--- config.mk ---
export PLATFORM = sky130hd
export DESIGN_NAME = secuenciador_dosificacion
export DESIGN_NICKNAME = d
export VERILOG_FILES = /design/src/rtl/secuenciador_dosificacion_pkg.sv /design/src/rtl/secuenciador_dosificacion_contador.sv /design/src/rtl/secuenciador_dosificacion.sv
export SDC_FILE = /design/constraint.sdc
export NUM_CORES = 1
export LEC_CHECK = 0
export ABC_AREA = 1
export CAP_MARGIN = 20
export CELL_PAD_IN_SITES_DETAIL_PLACEMENT = 0
export CELL_PAD_IN_SITES_GLOBAL_PLACEMENT = 2
export CORE_MARGIN = 2
export CORE_UTILIZATION = 34
export CTS_CLUSTER_DIAMETER = 50
export DETAILED_ROUTE_END_ITERATION = 7
export HOLD_SLACK_MARGIN = 0.1
export PLACE_DENSITY = 0.89
export SLEW_MARGIN = 20
export SYNTH_ARGS = -nofsm -noshare
export SYNTH_HDL_FRONTEND = slang
export SYNTH_HIERARCHICAL = 1
export SYNTH_SLANG_ARGS = --single-unit
--- constraint.sdc ---
create_clock -name clk -period 5.2 [get_ports clk]
set_input_delay 1.04 -clock clk [delete_from_list [all_inputs] [get_ports clk]]
set_output_delay 1.04 -clock clk [all_outputs]
set_load 0.01 [all_outputs]
--- src/rtl/secuenciador_dosificacion_pkg.sv ---
// Shared encodings and helpers for the R/G/B dosing sequencer.
// Channel index and canal_activo share the same code (1=R, 2=G, 3=B).
package secuenciador_dosificacion_pkg;

  typedef enum logic [1:0] {
    IDLE  = 2'd0,
    RUN   = 2'd1,
    PAUSA = 2'd2
  } estado_t;

  localparam logic [1:0] CANAL_NINGUNO = 2'd0;
  localparam logic [1:0] CANAL_R       = 2'd1;
  localparam logic [1:0] CANAL_G       = 2'd2;
  localparam logic [1:0] CANAL_B       = 2'd3;

  localparam int VALOR_MAX        = 15;
  localparam int VALOR_NO_CARGADO = 16;
  localparam int ANCHO_DOSIS      = $clog2(VALOR_MAX + 1);

  // Element 0 is R, 1 is G, 2 is B.
  typedef logic [2:0][ANCHO_DOSIS-1:0] dosis_t;

  // First channel after 'desde' whose dose is non-zero; zero doses are skipped.
  function automatic logic [1:0] siguiente_canal(input dosis_t d, input logic [1:0] desde);
    logic [1:0] res;
    res = CANAL_NINGUNO;
    for (int c = 3; c >= 1; c--)
      if (2'(c) > desde && d[c-1] != '0) res = 2'(c);
    return res;
  endfunction

  function automatic logic [ANCHO_DOSIS-1:0] dosis_de(input dosis_t d, input logic [1:0] canal);
    logic [ANCHO_DOSIS-1:0] res;
    case (canal)
      CANAL_R: res = d[0];
      CANAL_G: res = d[1];
      CANAL_B: res = d[2];
      default: res = '0;
    endcase
    return res;
  endfunction

  // Motor vector ordering is {B, G, R}.
  function automatic logic [2:0] motor_de(input logic [1:0] canal);
    logic [2:0] res;
    case (canal)
      CANAL_R: res = 3'b001;
      CANAL_G: res = 3'b010;
      CANAL_B: res = 3'b100;
      default: res = 3'b000;
    endcase
    return res;
  endfunction

endpackage

--- src/rtl/secuenciador_dosificacion_contador.sv ---
// Loadable down-counter with zero flag; used for both run and pause timing.
// Load wins over enable; the count holds at zero.
module contador_descendente #(
  parameter int ANCHO = 32
) (
  input  logic             clk,
  input  logic             rst_n,
  input  logic             i_carga,
  input  logic [ANCHO-1:0] i_valor,
  input  logic             i_en,
  output logic             o_cero
);

  logic [ANCHO-1:0] r_cuenta;

  always_ff @(posedge clk or negedge rst_n) begin
    if (!rst_n)                       r_cuenta <= '0;
    else if (i_carga)                 r_cuenta <= i_valor;
    else if (i_en && r_cuenta != '0)  r_cuenta <= r_cuenta - 1'b1;
  end

  assign o_cero = (r_cuenta == '0);

endmodule

--- src/rtl/secuenciador_dosificacion.sv ---
// Runs the R, G, B dosing motors one at a time for dose x CICLOS_POR_UNIDAD
// cycles each, separated by an all-off pause; all outputs are registered.
module secuenciador_dosificacion
  import secuenciador_dosificacion_pkg::*;
#(
  parameter int CICLOS_POR_UNIDAD = 33_333,
  parameter int CICLOS_PAUSA      = 1_000,
  parameter int ANCHO_CONT        = 32
) (
  input  logic       clk,
  input  logic       rst_n,
  input  logic       enter,
  input  logic       abort,
  input  logic [4:0] R,
  input  logic [4:0] G,
  input  logic [4:0] B,
  output logic       motor_R,
  output logic       motor_G,
  output logic       motor_B,
  output logic [1:0] canal_activo,
  output logic       busy,
  output logic       done,
  output logic       error
);

  localparam logic [ANCHO_CONT-1:0] C_UNIDAD   = ANCHO_CONT'(CICLOS_POR_UNIDAD);
  localparam logic [ANCHO_CONT-1:0] C_PAUSA_M1 = ANCHO_CONT'(CICLOS_PAUSA - 1);
  localparam logic [ANCHO_CONT-1:0] C_UNO      = ANCHO_CONT'(1);

  estado_t    r_estado, w_sig_estado;
  logic [1:0] r_canal, w_sig_canal;
  dosis_t     r_dosis, w_sig_dosis;
  logic [2:0] r_motor, w_sig_motor;
  logic [1:0] r_canal_act, w_sig_canal_act;
  logic       r_busy, w_sig_busy;
  logic       r_done, w_sig_done;
  logic       r_error, w_sig_error;

  dosis_t                 w_dosis_in;
  logic                   w_invalida;
  logic [1:0]             w_primer, w_siguiente;
  logic [ANCHO_DOSIS-1:0] w_dosis_carga;
  logic [ANCHO_CONT-1:0]  w_dur_m1;
  logic                   w_carga, w_en, w_cero;
  logic [ANCHO_CONT-1:0]  w_valor;

  assign w_dosis_in  = {B[ANCHO_DOSIS-1:0], G[ANCHO_DOSIS-1:0], R[ANCHO_DOSIS-1:0]};
  assign w_invalida  = (R >= 5'(VALOR_NO_CARGADO)) || (G >= 5'(VALOR_NO_CARGADO)) ||
                       (B >= 5'(VALOR_NO_CARGADO));
  assign w_primer    = siguiente_canal(w_dosis_in, CANAL_NINGUNO);
  assign w_siguiente = siguiente_canal(r_dosis, r_canal);

  // In IDLE the run length comes straight from the inputs being latched this edge.
  assign w_dosis_carga = (r_estado == IDLE) ? dosis_de(w_dosis_in, w_primer)
                                            : dosis_de(r_dosis, r_canal);
  assign w_dur_m1 = {{(ANCHO_CONT-ANCHO_DOSIS){1'b0}}, w_dosis_carga} * C_UNIDAD - C_UNO;

  contador_descendente #(.ANCHO(ANCHO_CONT)) u_contador (
    .clk     (clk),
    .rst_n   (rst_n),
    .i_carga (w_carga),
    .i_valor (w_valor),
    .i_en    (w_en),
    .o_cero  (w_cero)
  );

  always_comb begin
    w_sig_estado    = r_estado;
    w_sig_canal     = r_canal;
    w_sig_dosis     = r_dosis;
    w_sig_motor     = 3'b000;
    w_sig_canal_act = CANAL_NINGUNO;
    w_sig_busy      = r_busy;
    w_sig_done      = 1'b0;
    w_sig_error     = 1'b0;
    w_carga         = 1'b0;
    w_en            = 1'b0;
    w_valor         = w_dur_m1;
    case (r_estado)
      IDLE: begin
        if (enter && !abort) begin
          if (w_invalida) begin
            w_sig_error = 1'b1;
          end else begin
            w_sig_dosis = w_dosis_in;
            if (w_primer == CANAL_NINGUNO) begin
              w_sig_done = 1'b1;
            end else begin
              w_sig_estado    = RUN;
              w_sig_canal     = w_primer;
              w_sig_busy      = 1'b1;
              w_carga         = 1'b1;
              w_sig_motor     = motor_de(w_primer);
              w_sig_canal_act = w_primer;
            end
          end
        end
      end
      RUN: begin
        if (abort) begin
          w_sig_estado = IDLE;
          w_sig_canal  = CANAL_NINGUNO;
          w_sig_busy   = 1'b0;
        end else if (w_cero) begin
          if (w_siguiente != CANAL_NINGUNO) begin
            // r_canal already points at the next run while pausing.
            w_sig_estado = PAUSA;
            w_sig_canal  = w_siguiente;
            w_carga      = 1'b1;
            w_valor      = C_PAUSA_M1;
          end else begin
            w_sig_estado = IDLE;
            w_sig_canal  = CANAL_NINGUNO;
            w_sig_busy   = 1'b0;
            w_sig_done   = 1'b1;
          end
        end else begin
          w_en            = 1'b1;
          w_sig_motor     = motor_de(r_canal);
          w_sig_canal_act = r_canal;
        end
      end
      PAUSA: begin
        if (abort) begin
          w_sig_estado = IDLE;
          w_sig_canal  = CANAL_NINGUNO;
          w_sig_busy   = 1'b0;
        end else if (w_cero) begin
          w_sig_estado    = RUN;
          w_carga         = 1'b1;
          w_sig_motor     = motor_de(r_canal);
          w_sig_canal_act = r_canal;
        end else begin
          w_en = 1'b1;
        end
      end
      default: begin
        w_sig_estado = IDLE;
        w_sig_canal  = CANAL_NINGUNO;
        w_sig_busy   = 1'b0;
      end
    endcase
  end

  always_ff @(posedge clk or negedge rst_n) begin
    if (!rst_n) begin
      r_estado    <= IDLE;
      r_canal     <= CANAL_NINGUNO;
      r_dosis     <= '0;
      r_motor     <= 3'b000;
      r_canal_act <= CANAL_NINGUNO;
      r_busy      <= 1'b0;
      r_done      <= 1'b0;
      r_error     <= 1'b0;
    end else begin
      r_estado    <= w_sig_estado;
      r_canal     <= w_sig_canal;
      r_dosis     <= w_sig_dosis;
      r_motor     <= w_sig_motor;
      r_canal_act <= w_sig_canal_act;
      r_busy      <= w_sig_busy;
      r_done      <= w_sig_done;
      r_error     <= w_sig_error;
    end
  end

  assign motor_R      = r_motor[0];
  assign motor_G      = r_motor[1];
  assign motor_B      = r_motor[2];
  assign canal_activo = r_canal_act;
  assign busy         = r_busy;
  assign done         = r_done;
  assign error        = r_error;

endmodule

==> results.md, run 1 <==
- Run status: finished, final reports clean
- Tcrit/Tclk final: between 90% and 100%
- Register bit count reported by yosys: between 50 and 60
- Parity-gate share of the synthesized area counting xor and xnor cells: under 10%
- Number of enable flip-flop cells after synthesis: 0
- Fraction of the mapped netlist area in compound gates: 9.53%
- Worst Setup SP: G[0]
- Cts bufs inserted: 5
- Relative slew slack: 31.9%
- Combinational family with the most area after synthesis: simple AND/OR/NAND/NOR gates
- Maximum fanout along the worst path: 4
- Remaining antenna violation count: 0
- Vias after detailed routing: ~5400
- Horizontal die dimension: 131 um
- Sequential share of the synthesized area: approximately 26%
- Core footprint: about 0.016 mm^2
- Number of different library cells in the post-synthesis netlist: 45
- Hold-fix buffers at CTS: 0
- Post-synthesis mux area share: 0%
- # Max-Cap Violations: 0
- Combined area of the multi-input logic cells: around 0.0036 mm^2
- Clock-pin transition on the worst setup and hold timing paths: 0.08 ns
- Ports: 27
- Worst hold path class: reg2reg
- Setup-violating endpoint count in the final report: 0
- Pin count of the biggest net entering global routing: 42
- Core Rows: between 40 and 50
- Synth Area in Adders: under 10%
- Post-detailed-route DRC marker count: 0
- Reg2Reg Launch Point: r_estado[0]$_DFFE_PN0P_
- Share of the synthesized area in the top cell type: 25.5%
- Setup repair after global routing missed its margin: false
- Wire length per cell: about 14 um
- Wire length of the first global-routing pass: 26500 um
- Cell count after synthesis: between 800 and 900
- Ratio of cells with drive above 1 in the final layout: a little under a tenth
- First-iteration detailed-routing DRC count: ~330
- Average size of a mapped cell: a little over 6 um^2
- CTS Buffer Depth: 2
- Syn_nets: between 900 and 1000
- Share of synthesized registers carrying an async set or reset: 100%
- Final weighted congestion in routability-driven placement: approximately 0.83
- Final period demand of the worst path: 4.75 ns
- Total count of max-transition violations in the final report: 0
- Buffers on Ports: 26
- Die area: between 0.015 and 0.02 mm^2
- Fin util: between 30 and 40%
- Cell chosen for the clock root: sky130_fd_sc_hd__clkbuf_16
- NumNets Final: about 970
- Beginning of the worst hold path: busy$_DFFE_PN0P_
- TritonCTS clock tree: done
- Worst path setup slack after routing: 0.452 ns
- Kind of critical path: in2reg
- DP Wirelength: ~13000 um
- Die height: ~130 um
- Cell taking the most area after synthesis: sky130_fd_sc_hd__dfrtp_1
- GRT Resource Usage Total: between 10% and 20%
- Post-CTS Repair Setup Buffers: 0
- Filler Cell Count: 1768
- Overflow after GRT: 0
- F_max: 211 MHz
- Fraction of the mapped netlist area in simple logic gates: ~46%
- TritonRoute pass-1 iters: 5
- Signed area change from the synthesized netlist to the final layout: 12.3%
- Final Routed Wirelength: 15800 um
- Post-Place Setup Slack: -0.0167 ns
- Total of warnings raised by yosys: 6
- Count of endpoints failing hold in the final timing report: 0
- Placement Cell Area: 0.00601 mm^2
- Commonest non-fill, non-tap cell in the layout: sky130_fd_sc_hd__nand2_1
- Placed cell count: around 1100
- Worst path required time: approximately 5.4 ns
- Vias per cell: between 4 and 5
- Most used cells in the layout excluding fill and tap cells: sky130_fd_sc_hd__nand2_1 (338), sky130_fd_sc_hd__nor2_1 (101), sky130_fd_sc_hd__inv_1 (94)
- Predominant post-synthesis flop cell: sky130_fd_sc_hd__dfrtp_1
- Worst Setup End Kind: flip-flop
- Slew at the pin closest to its max-slew limit: roughly 1.0 ns
- Antenna violations before repair: 0
- Leading post-synthesis cells by cell area: sky130_fd_sc_hd__dfrtp_1 (26%), sky130_fd_sc_hd__nand2_1 (23%), sky130_fd_sc_hd__nand3_1 (7.1%)
- Starting Density: 34.7%
- Non-filler instance count after layout: roughly 1100
- Post-route standard cell area excluding fillers: just over 0.006 mm^2
- Clk Latency, worst-skew pair: roughly 0.3 ns
- Number of sinks on the clock net: between 50 and 60
- Number of global-route vias before repair: 5192
- Startpoint type of the worst setup path: input pin
- Number of antenna diodes: 0
- Worst clock skew: between 0.008 and 0.009 ns
- H-tree lvl count: 2
- Critical path data arrival time: 4.98 ns
- Cell area after technology mapping: approximately 0.0055 mm^2
- Register cell area after layout: around 0.0014 mm^2
==> registers in the layout, summed over array words and instances, names as in the netlist <==
signal,count
u_contador/r_cuenta,32
done,1
canal_activo,2
r_motor,3
busy,1
r_estado,2
r_dosis,12
error,1
r_canal,2
==> Yosys cell counts, types with 7 or more instances <==
cell type                 count
sky130_fd_sc_hd__nand2_1    338
sky130_fd_sc_hd__dfrtp_1     56
sky130_fd_sc_hd__nand2_2      8
sky130_fd_sc_hd__o21ai_2     11
sky130_fd_sc_hd__nor2_1     102
sky130_fd_sc_hd__o21ai_0     21
sky130_fd_sc_hd__a21oi_1     31
sky130_fd_sc_hd__or2_2        7
sky130_fd_sc_hd__nand4_1     15
sky130_fd_sc_hd__inv_2       12
sky130_fd_sc_hd__inv_1       94
sky130_fd_sc_hd__ha_1        28
sky130_fd_sc_hd__nand3_1     78
sky130_fd_sc_hd__o21ai_1     13
==> per-stage QoR <==
stage / hold WS [ns] / TNS [ns]
floorplan: 0.464 / 0
global placement: 0.456 / 0
detailed placement: 0.469 / -0.0167
CTS: 0.489 / 0
global route: 0.525 / 0
finish: 0.479 / 0
==> worst paths after layout <==
| kind | endpoint | slack (ns) | depth (start not counted) |
|---|---|---|---|
| setup / recovery | u_contador/r_cuenta[15]$_DFFE_PN0P_ | 0.45 | 26 |
| hold / removal | busy$_DFFE_PN0P_ | 0.48 | 2 |
| setup reg to reg | u_contador/r_cuenta[15]$_DFFE_PN0P_ | 1.22 | 23 |
| hold reg to reg | busy$_DFFE_PN0P_ | 0.48 | 2 |
| max in group asynchronous | u_contador/r_cuenta[0]$_DFFE_PN0P_ | 3.51 | 2 |
| min in group asynchronous | r_dosis[0]$_DFFE_PN0P_ | 0.85 | 1 |
==> cell type report <==
cell class	count	share of cell area, %
inverters	107	6.52
flip-flops and latches	56	22.7
clock buffers	5	2.03
multi-input cells	710	58.5
well taps	216	4.39
clock inverters	3	0.365
repair buffers	37	5.48
==> cells by family (layout without fill, tap and decap cells) <==
logic type / after synthesis / after routing
AND/OR/NAND/NOR: 582 / 582
buffers and inverters: 123 / 152
AO/OA/AOI/OAI: 87 / 87
flip-flops: 56 / 56
adder cells (fa/ha/maj): 33 / 33
XOR/XNOR: 8 / 8
==> layer usage <==
metal  vias up  track usage (%)  wire (um)
li1       2859                -          -
met2        99             29.9       6740
met5         -                0          0
met3        20             2.20        654
met1      2463             29.1       8130
met4         0             5.26        283
==> repair_timing <==
action,CTS,global route
endpoints found under the setup margin,0,3
resized for setup,0,2
endpoints found under the hold margin,0,0
==> critical path, stage by stage <==
cell and delay (ns):
sky130_fd_sc_hd__clkdlybuf4s50_1 0.51, sky130_fd_sc_hd__nor2_1 0.06, sky130_fd_sc_hd__nand2_1 0.13, sky130_fd_sc_hd__inv_1 0.07
sky130_fd_sc_hd__nand2_1 0.08, sky130_fd_sc_hd__nand2_1 0.07, sky130_fd_sc_hd__nand2_1 0.12, sky130_fd_sc_hd__o21bai_2 0.08
sky130_fd_sc_hd__a21boi_1 0.23, sky130_fd_sc_hd__fa_1 0.45, sky130_fd_sc_hd__inv_1 0.13, sky130_fd_sc_hd__fa_1 0.43
sky130_fd_sc_hd__ha_1 0.35, sky130_fd_sc_hd__nand2_1 0.14, sky130_fd_sc_hd__inv_1 0.06, sky130_fd_sc_hd__nand2_1 0.06
sky130_fd_sc_hd__nand2_1 0.07, sky130_fd_sc_hd__nand2_1 0.06, sky130_fd_sc_hd__nand3_1 0.16, sky130_fd_sc_hd__nand2_1 0.13
sky130_fd_sc_hd__a21oi_1 0.06, sky130_fd_sc_hd__nor2_1 0.19, sky130_fd_sc_hd__nand2_1 0.08, sky130_fd_sc_hd__nand2_1 0.08
sky130_fd_sc_hd__nand2_1 0.06, sky130_fd_sc_hd__o21ai_2 0.07
Power of run 1 is left out: the tool's default activity adds up to more than one toggle a clock period on the data nets, which glitch-free logic cannot reach.
==> run 2, diff against run 1 <==
- CAP_MARGIN: 20 -> 40
==> results.md, run 2 (synthesized netlist as in run 1, its figures left out) <==
- Largest delay contributor family on the critical path: simple AND/OR/NAND/NOR gates
- F_max: 209 MHz (-0.96%)
- Slew at the pin closest to its max-slew limit: 0.699 ns (-0.317 ns)
- Number of sinks on the clock net: 56 (unchanged)
- Starting Density: 34.7% (unchanged)
- Relative slew slack: 53.1% (+21 points)
- Worst path required time: 5.43 ns (about the same)
- Post-detailed-route DRC marker count: 0 (unchanged)
- Buffers on Ports: 26 (unchanged)
- Ports: 27 (unchanged)
- Maximum single-stage delay on the critical path: 0.54 ns (+0.03 ns)
- Signed area change from the synthesized netlist to the final layout: 12.8%
- Commonest non-fill, non-tap cell in the layout: sky130_fd_sc_hd__nand2_1
- Pin count of the biggest net entering global routing: 42 (unchanged)
- Leading registers by flop count: u_contador/r_cuenta (32), r_dosis (12), r_motor (3)
- Flip-flop count of the largest register, all copies and words added: 32 (unchanged)
- Core footprint: 0.0158 mm^2 (unchanged)
- Clk Latency, worst-skew pair: 0.31 ns (about the same)
- Number of antenna diodes: 0 (unchanged)
- Final weighted congestion in routability-driven placement: 0.834 (unchanged)
- Most used cells in the layout excluding fill and tap cells: sky130_fd_sc_hd__nand2_1 (338), sky130_fd_sc_hd__nor2_1 (102), sky130_fd_sc_hd__inv_1 (94)
- Gates resized, CTS repair: 0 (unchanged)
- Wire length per cell: 14.0 um (+0.56%)
- Ratio of cells with drive above 1 in the final layout: 9.57% (+0.088 points)
- Crit-path slowest cell: sky130_fd_sc_hd__fa_1
- Vias after detailed routing: 5402 (-0.72%)
- Count of endpoints failing hold in the final timing report: 0 (unchanged)
- DP Wirelength: 12800 um (+1.8%)
- Logic depth of the worst setup path including buffers: 25 (-3.8%)
- Worst Setup End Kind: flip-flop
- Tcrit/Tclk final: 92.2% (+0.89 points)
- Number of cells traversed by the worst hold path: 2 (unchanged)
- Filler Cell Count: 1791 (+1.3%)
- Most flops, register: u_contador/r_cuenta
- NumNets Final: 971 (+0.21%)
- Vias per cell: 4.76 (-0.89%)
- Kind of critical path: in2reg
- Die area: 0.0172 mm^2 (unchanged)
- First-iteration detailed-routing DRC count: 275 (-16%)
- Critical path data arrival time: 5.03 ns (+0.05 ns)
- Overflow after GRT: 0 (unchanged)
- Setup repair after global routing missed its margin: false
- Buf/Inv on CP: 4 (unchanged)
- Worst-case reg-to-reg path depth: 22 (-4.3%)
- Worst clock skew: 0.00640 ns (-0.00171 ns)
- H-tree lvl count: 2 (unchanged)
- TritonCTS clock tree: done
- Wire length of the first global-routing pass: 26800 um (+1.3%)
- CTS Buffer Depth: 2 (unchanged)
- Horizontal die dimension: 131 um (unchanged)
- Antenna violations before repair: 0 (unchanged)
- Hold-fix buffers at CTS: 0 (unchanged)
- Cts bufs inserted: 5 (unchanged)
- Core Rows: 46 (unchanged)
- GRT Resource Usage Total: 19.7% (+0.19 points)
- TritonRoute pass-1 iters: 5 (unchanged)
- Cell chosen for the clock root: sky130_fd_sc_hd__clkbuf_16
- Maximum fanout along the worst path: 10 (+6)
- Startpoint type of the worst setup path: input pin
- Number of global-route vias before repair: 5249 (+1.1%)
- Final period demand of the worst path: 4.79 ns (+0.0461 ns)
- Final Routed Wirelength: 15900 um (+0.74%)
- Worst hold path class: reg2reg
- Aggregate negative setup slack: 0 ns (unchanged)
- Setup-violating endpoint count in the final report: 0 (unchanged)
- Clock-pin transition on the worst setup and hold timing paths: 0.08 ns (about the same)
- Post-CTS Repair Setup Buffers: 0 (unchanged)
- Total count of max-transition violations in the final report: 0 (unchanged)
- Die height: 131 um (unchanged)
- Remaining antenna violation count: 0 (unchanged)
- Run status: finished, final reports clean
- # Max-Cap Violations: 0 (unchanged)
- Library cell appearing most often on the critical path: sky130_fd_sc_hd__nand2_1
run 2: cell types whose count changed in the layout (fill, tap and decap cells not counted), sizes merged:
cell	before	now
buf	12	14
run 2: path summary, 6_finish.rpt:
path	start	slack [ns]	endpoint
hold reg to reg	busy$_DFFE_PN0P_	0.49	busy$_DFFE_PN0P_
hold / removal	busy$_DFFE_PN0P_	0.49	busy$_DFFE_PN0P_
setup / recovery	R[1]	0.41	u_contador/r_cuenta[15]$_DFFE_PN0P_
max in group asynchronous	rst_n	3.72	u_contador/r_cuenta[0]$_DFFE_PN0P_
setup reg to reg	r_estado[0]$_DFFE_PN0P_	1.17	u_contador/r_cuenta[15]$_DFFE_PN0P_
min in group asynchronous	rst_n	0.65	r_dosis[2]$_DFFE_PN0P_
run 2: through the flow:
stage | hold slack [ns] | util, % | setup slack, ns | area, um^2 | cells
floorplan | 0.464 | - | 0.733 | 5490 | 889
global placement | 0.456 | 38.0 | 0.109 | 6010 | 1126
detailed placement | 0.466 | 38.1 | 0.00881 | 6040 | 1128
CTS | 0.486 | 39.1 | 0.342 | 6180 | 1136
global route | 0.513 | 39.1 | 0.00678 | 6190 | 1136
finish | 0.488 | 39.1 | 0.406 | 6190 | 1136
run 2: final cells by class:
cell class | instances | area [um^2] | area share, %
Clock inverter | 3 | 22.5 | 0.364
Inverter | 107 | 402 | 6.49
Sequential cell | 56 | 1400 | 22.6
Multi-Input combinational cell | 710 | 3600 | 58.2
Clock buffer | 5 | 125 | 2.02
Tap cell | 216 | 270 | 4.37
Timing Repair Buffer | 39 | 365 | 5.90
run 2: routing by layer:
layer | wire length, um | up-vias | GRT usage [%]
li1 | - | 2858 | -
met1 | 8470 | 2427 | 28.8
met2 | 6650 | 90 | 30.5
met3 | 463 | 27 | 2.48
met4 | 342 | 0 | 5.69
met5 | 0 | - | 0
run 2: worst register-to-register path: stages (launching register included):
cell and delay (ns):
sky130_fd_sc_hd__dfrtp_1 0.42, sky130_fd_sc_hd__inv_1 0.10, sky130_fd_sc_hd__ha_1 0.20, sky130_fd_sc_hd__buf_4 0.23, sky130_fd_sc_hd__nand3b_1 0.15, sky130_fd_sc_hd__nand2_1 0.11, sky130_fd_sc_hd__inv_1 0.11, sky130_fd_sc_hd__fa_1 0.51
sky130_fd_sc_hd__inv_1 0.07, sky130_fd_sc_hd__fa_1 0.44, sky130_fd_sc_hd__ha_1 0.34, sky130_fd_sc_hd__nand2_1 0.11, sky130_fd_sc_hd__nor2_1 0.19, sky130_fd_sc_hd__nand3_1 0.10, sky130_fd_sc_hd__nand3_1 0.19, sky130_fd_sc_hd__nand2_1 0.10
sky130_fd_sc_hd__nand3_1 0.08, sky130_fd_sc_hd__nand2_1 0.05, sky130_fd_sc_hd__nor2_1 0.15, sky130_fd_sc_hd__nand2_1 0.08, sky130_fd_sc_hd__nand2_1 0.09, sky130_fd_sc_hd__nand2_1 0.06, sky130_fd_sc_hd__o21ai_2 0.07
Power of run 2 is left out for the same reason.
==> run 3, diff against run 2 <==
- CORE_ASPECT_RATIO: default -> 1.75
==> results.md, run 3 (synthesized netlist as in run 1, its figures left out) <==
- Startpoint type of the worst setup path: input pin
- Final Routed Wirelength: 17500 um (+9.6%)
- NumNets Final: 971 (unchanged)
- Pin count of the biggest net entering global routing: 42 (unchanged)
- Critical path data arrival time: 5.04 ns (about the same)
- Overflow after GRT: 0 (unchanged)
- Horizontal die dimension: 100 um (-24%)
- Vias after detailed routing: 5561 (+2.9%)
- CTS Buffer Depth: 2 (unchanged)
- Most used cells in the layout excluding fill and tap cells: sky130_fd_sc_hd__nand2_1 (338), sky130_fd_sc_hd__nor2_1 (102), sky130_fd_sc_hd__inv_1 (94)
- Signed area change from the synthesized netlist to the final layout: 12.0%
- Worst path required time: 5.45 ns (+0.02 ns)
- Leading registers by flop count: u_contador/r_cuenta (32), r_dosis (12), r_motor (3)
- Count of endpoints failing hold in the final timing report: 0 (unchanged)
- Post-detailed-route DRC marker count: 0 (unchanged)
- Worst hold path class: reg2reg
- Remaining antenna violation count: 0 (unchanged)
- # Max-Cap Violations: 0 (unchanged)
- Most flops, register: u_contador/r_cuenta
- Aggregate negative setup slack: 0 ns (unchanged)
- Total count of max-transition violations in the final report: 0 (unchanged)
- Hold-fix buffers at CTS: 0 (unchanged)
- Die height: 172 um (+31%)
- Clock-pin transition on the worst setup and hold timing paths: 0.09 ns (about the same)
- Setup repair after global routing missed its margin: false
- Ports: 27 (unchanged)
- Placement Cell Area: 0.00599 mm^2 (-0.77%)
- Worst Setup End Kind: flip-flop
- GRT Resource Usage Total: 21.2% (+1.5 points)
- Relative slew slack: 58.1% (+5.0 points)
- Clk Latency, worst-skew pair: 0.31 ns (about the same)
- Die area: 0.0172 mm^2 (+0.23%)
- Number of global-route vias before repair: 5616 (+7.0%)
- Buffers on Ports: 26 (unchanged)
- DP Wirelength: 14200 um (+11%)
- H-tree lvl count: 2 (unchanged)
- TritonCTS clock tree: done
- Antenna violations before repair: 0 (unchanged)
- Kind of critical path: in2reg
- Filler Cell Count: 1801 (+0.56%)
- Tcrit/Tclk final: 92.2% (about the same)
- Ratio of cells with drive above 1 in the final layout: 9.57% (unchanged)
- F_max: 209 MHz (about the same)
- Final period demand of the worst path: 4.79 ns (-0.000394 ns)
- Commonest non-fill, non-tap cell in the layout: sky130_fd_sc_hd__nand2_1
- Flip-flop count of the largest register, all copies and words added: 32 (unchanged)
- Starting Density: 34.6% (-0.10 points)
- Slew at the pin closest to its max-slew limit: 0.626 ns (-0.0729 ns)
- Vias per cell: 5.01 (+5.4%)
- Cts bufs inserted: 5 (unchanged)
- Worst clock skew: 0.0126 ns (+0.00623 ns)
- Cell chosen for the clock root: sky130_fd_sc_hd__clkbuf_16
- Placed cell count: 1101 (-2.4%)
- Wire length per cell: 15.7 um (+12%)
- Number of sinks on the clock net: 56 (unchanged)
- Wire length of the first global-routing pass: 28300 um (+5.4%)
- Core Rows: 61 (+33%)
- Run status: finished, final reports clean
- Number of antenna diodes: 0 (unchanged)
- First-iteration detailed-routing DRC count: 209 (-24%)
- Final weighted congestion in routability-driven placement: 0.842 (+0.95%)
- Core footprint: 0.0159 mm^2 (+0.30%)
- Non-filler instance count after layout: 1109 (-2.4%)
- Post-route standard cell area excluding fillers: 0.00615 mm^2 (-0.65%)
- Maximum fanout along the worst path: 12 (+2)
- Setup-violating endpoint count in the final report: 0 (unchanged)
- TritonRoute pass-1 iters: 5 (unchanged)
## run 3: cell types whose count changed in the layout (fill, tap and decap cells not counted)
cell / before / now
sky130_fd_sc_hd__buf_12: 1 / 0
sky130_fd_sc_hd__buf_4: 12 / 13
sky130_fd_sc_hd__clkinv_2: 1 / 0
sky130_fd_sc_hd__clkinv_4: 1 / 0
sky130_fd_sc_hd__inv_6: 1 / 2
sky130_fd_sc_hd__inv_8: 0 / 1
## run 3: critical path, cell delays in order
cell and delay (ns):
sky130_fd_sc_hd__clkdlybuf4s50_1 0.45, sky130_fd_sc_hd__nor2_1 0.16, sky130_fd_sc_hd__nand2_1 0.13, sky130_fd_sc_hd__inv_1 0.10, sky130_fd_sc_hd__nand2_1 0.07, sky130_fd_sc_hd__nand2_1 0.08
sky130_fd_sc_hd__nand2_1 0.09, sky130_fd_sc_hd__o21bai_2 0.19, sky130_fd_sc_hd__a21boi_2 0.11, sky130_fd_sc_hd__ha_1 0.41, sky130_fd_sc_hd__nand3b_1 0.14, sky130_fd_sc_hd__nand2_1 0.06
sky130_fd_sc_hd__ha_1 0.30, sky130_fd_sc_hd__ha_1 0.39, sky130_fd_sc_hd__nand2_1 0.10, sky130_fd_sc_hd__nand2_1 0.09, sky130_fd_sc_hd__nor2_1 0.14, sky130_fd_sc_hd__nand2_1 0.11
sky130_fd_sc_hd__a21oi_1 0.25, sky130_fd_sc_hd__o21ai_0 0.11, sky130_fd_sc_hd__nor2_1 0.09, sky130_fd_sc_hd__buf_4 0.23, sky130_fd_sc_hd__nand2_1 0.09, sky130_fd_sc_hd__nand3_1 0.10
## run 3: final cells by class
| class | count | area, um^2 | share of cell area [%] |
|---|---|---|---|
| timing repair buffer | 39 | 353 | 5.74 |
| clock buffer | 5 | 125 | 2.04 |
| sequential | 56 | 1400 | 22.8 |
| tap | 189 | 236 | 3.85 |
| clock inverter | 3 | 28.8 | 0.468 |
| multi-input combinational | 710 | 3600 | 58.6 |
| inverter | 107 | 402 | 6.53 |
## run 3: metal layers
metal / routed length (um) / track usage (%) / up-vias
met3: 327 / 1.66 / 27
met1: 6370 / 20.8 / 2573
met5: 0 / 0 / -
met2: 10200 / 44.4 / 94
met4: 561 / 8.16 / 0
li1: - / - / 2867
## run 3: final timing paths
path	from	end	slack [ns]	depth (start not counted)
hold reg to reg	busy$_DFFE_PN0P_	busy$_DFFE_PN0P_	0.48	2
setup / recovery	G[0]	u_contador/r_cuenta[20]$_DFFE_PN0P_	0.41	24
min in group asynchronous	rst_n	u_contador/r_cuenta[29]$_DFFE_PN0P_	0.69	1
setup reg to reg	r_estado[0]$_DFFE_PN0P_	u_contador/r_cuenta[20]$_DFFE_PN0P_	1.18	21
max in group asynchronous	rst_n	u_contador/r_cuenta[8]$_DFFE_PN0P_	3.59	2
hold / removal	busy$_DFFE_PN0P_	busy$_DFFE_PN0P_	0.48	2
## run 3: metrics by stage
step	utilization, %	setup WS, ns	hold slack [ns]
finish	38.7	0.406	0.477
global route	38.7	0.0683	0.505
floorplan	-	0.733	0.464
global placement	37.7	0.0997	0.468
CTS	38.7	0.347	0.486
detailed placement	37.7	0.0346	0.462
## run 3: repair_timing
action                                  4_1_cts  5_1_grt
endpoints found under the setup margin        0        3
buffers inserted                              0        0
gates resized for setup                       0        1
Power of run 3 is left out for the same reason.
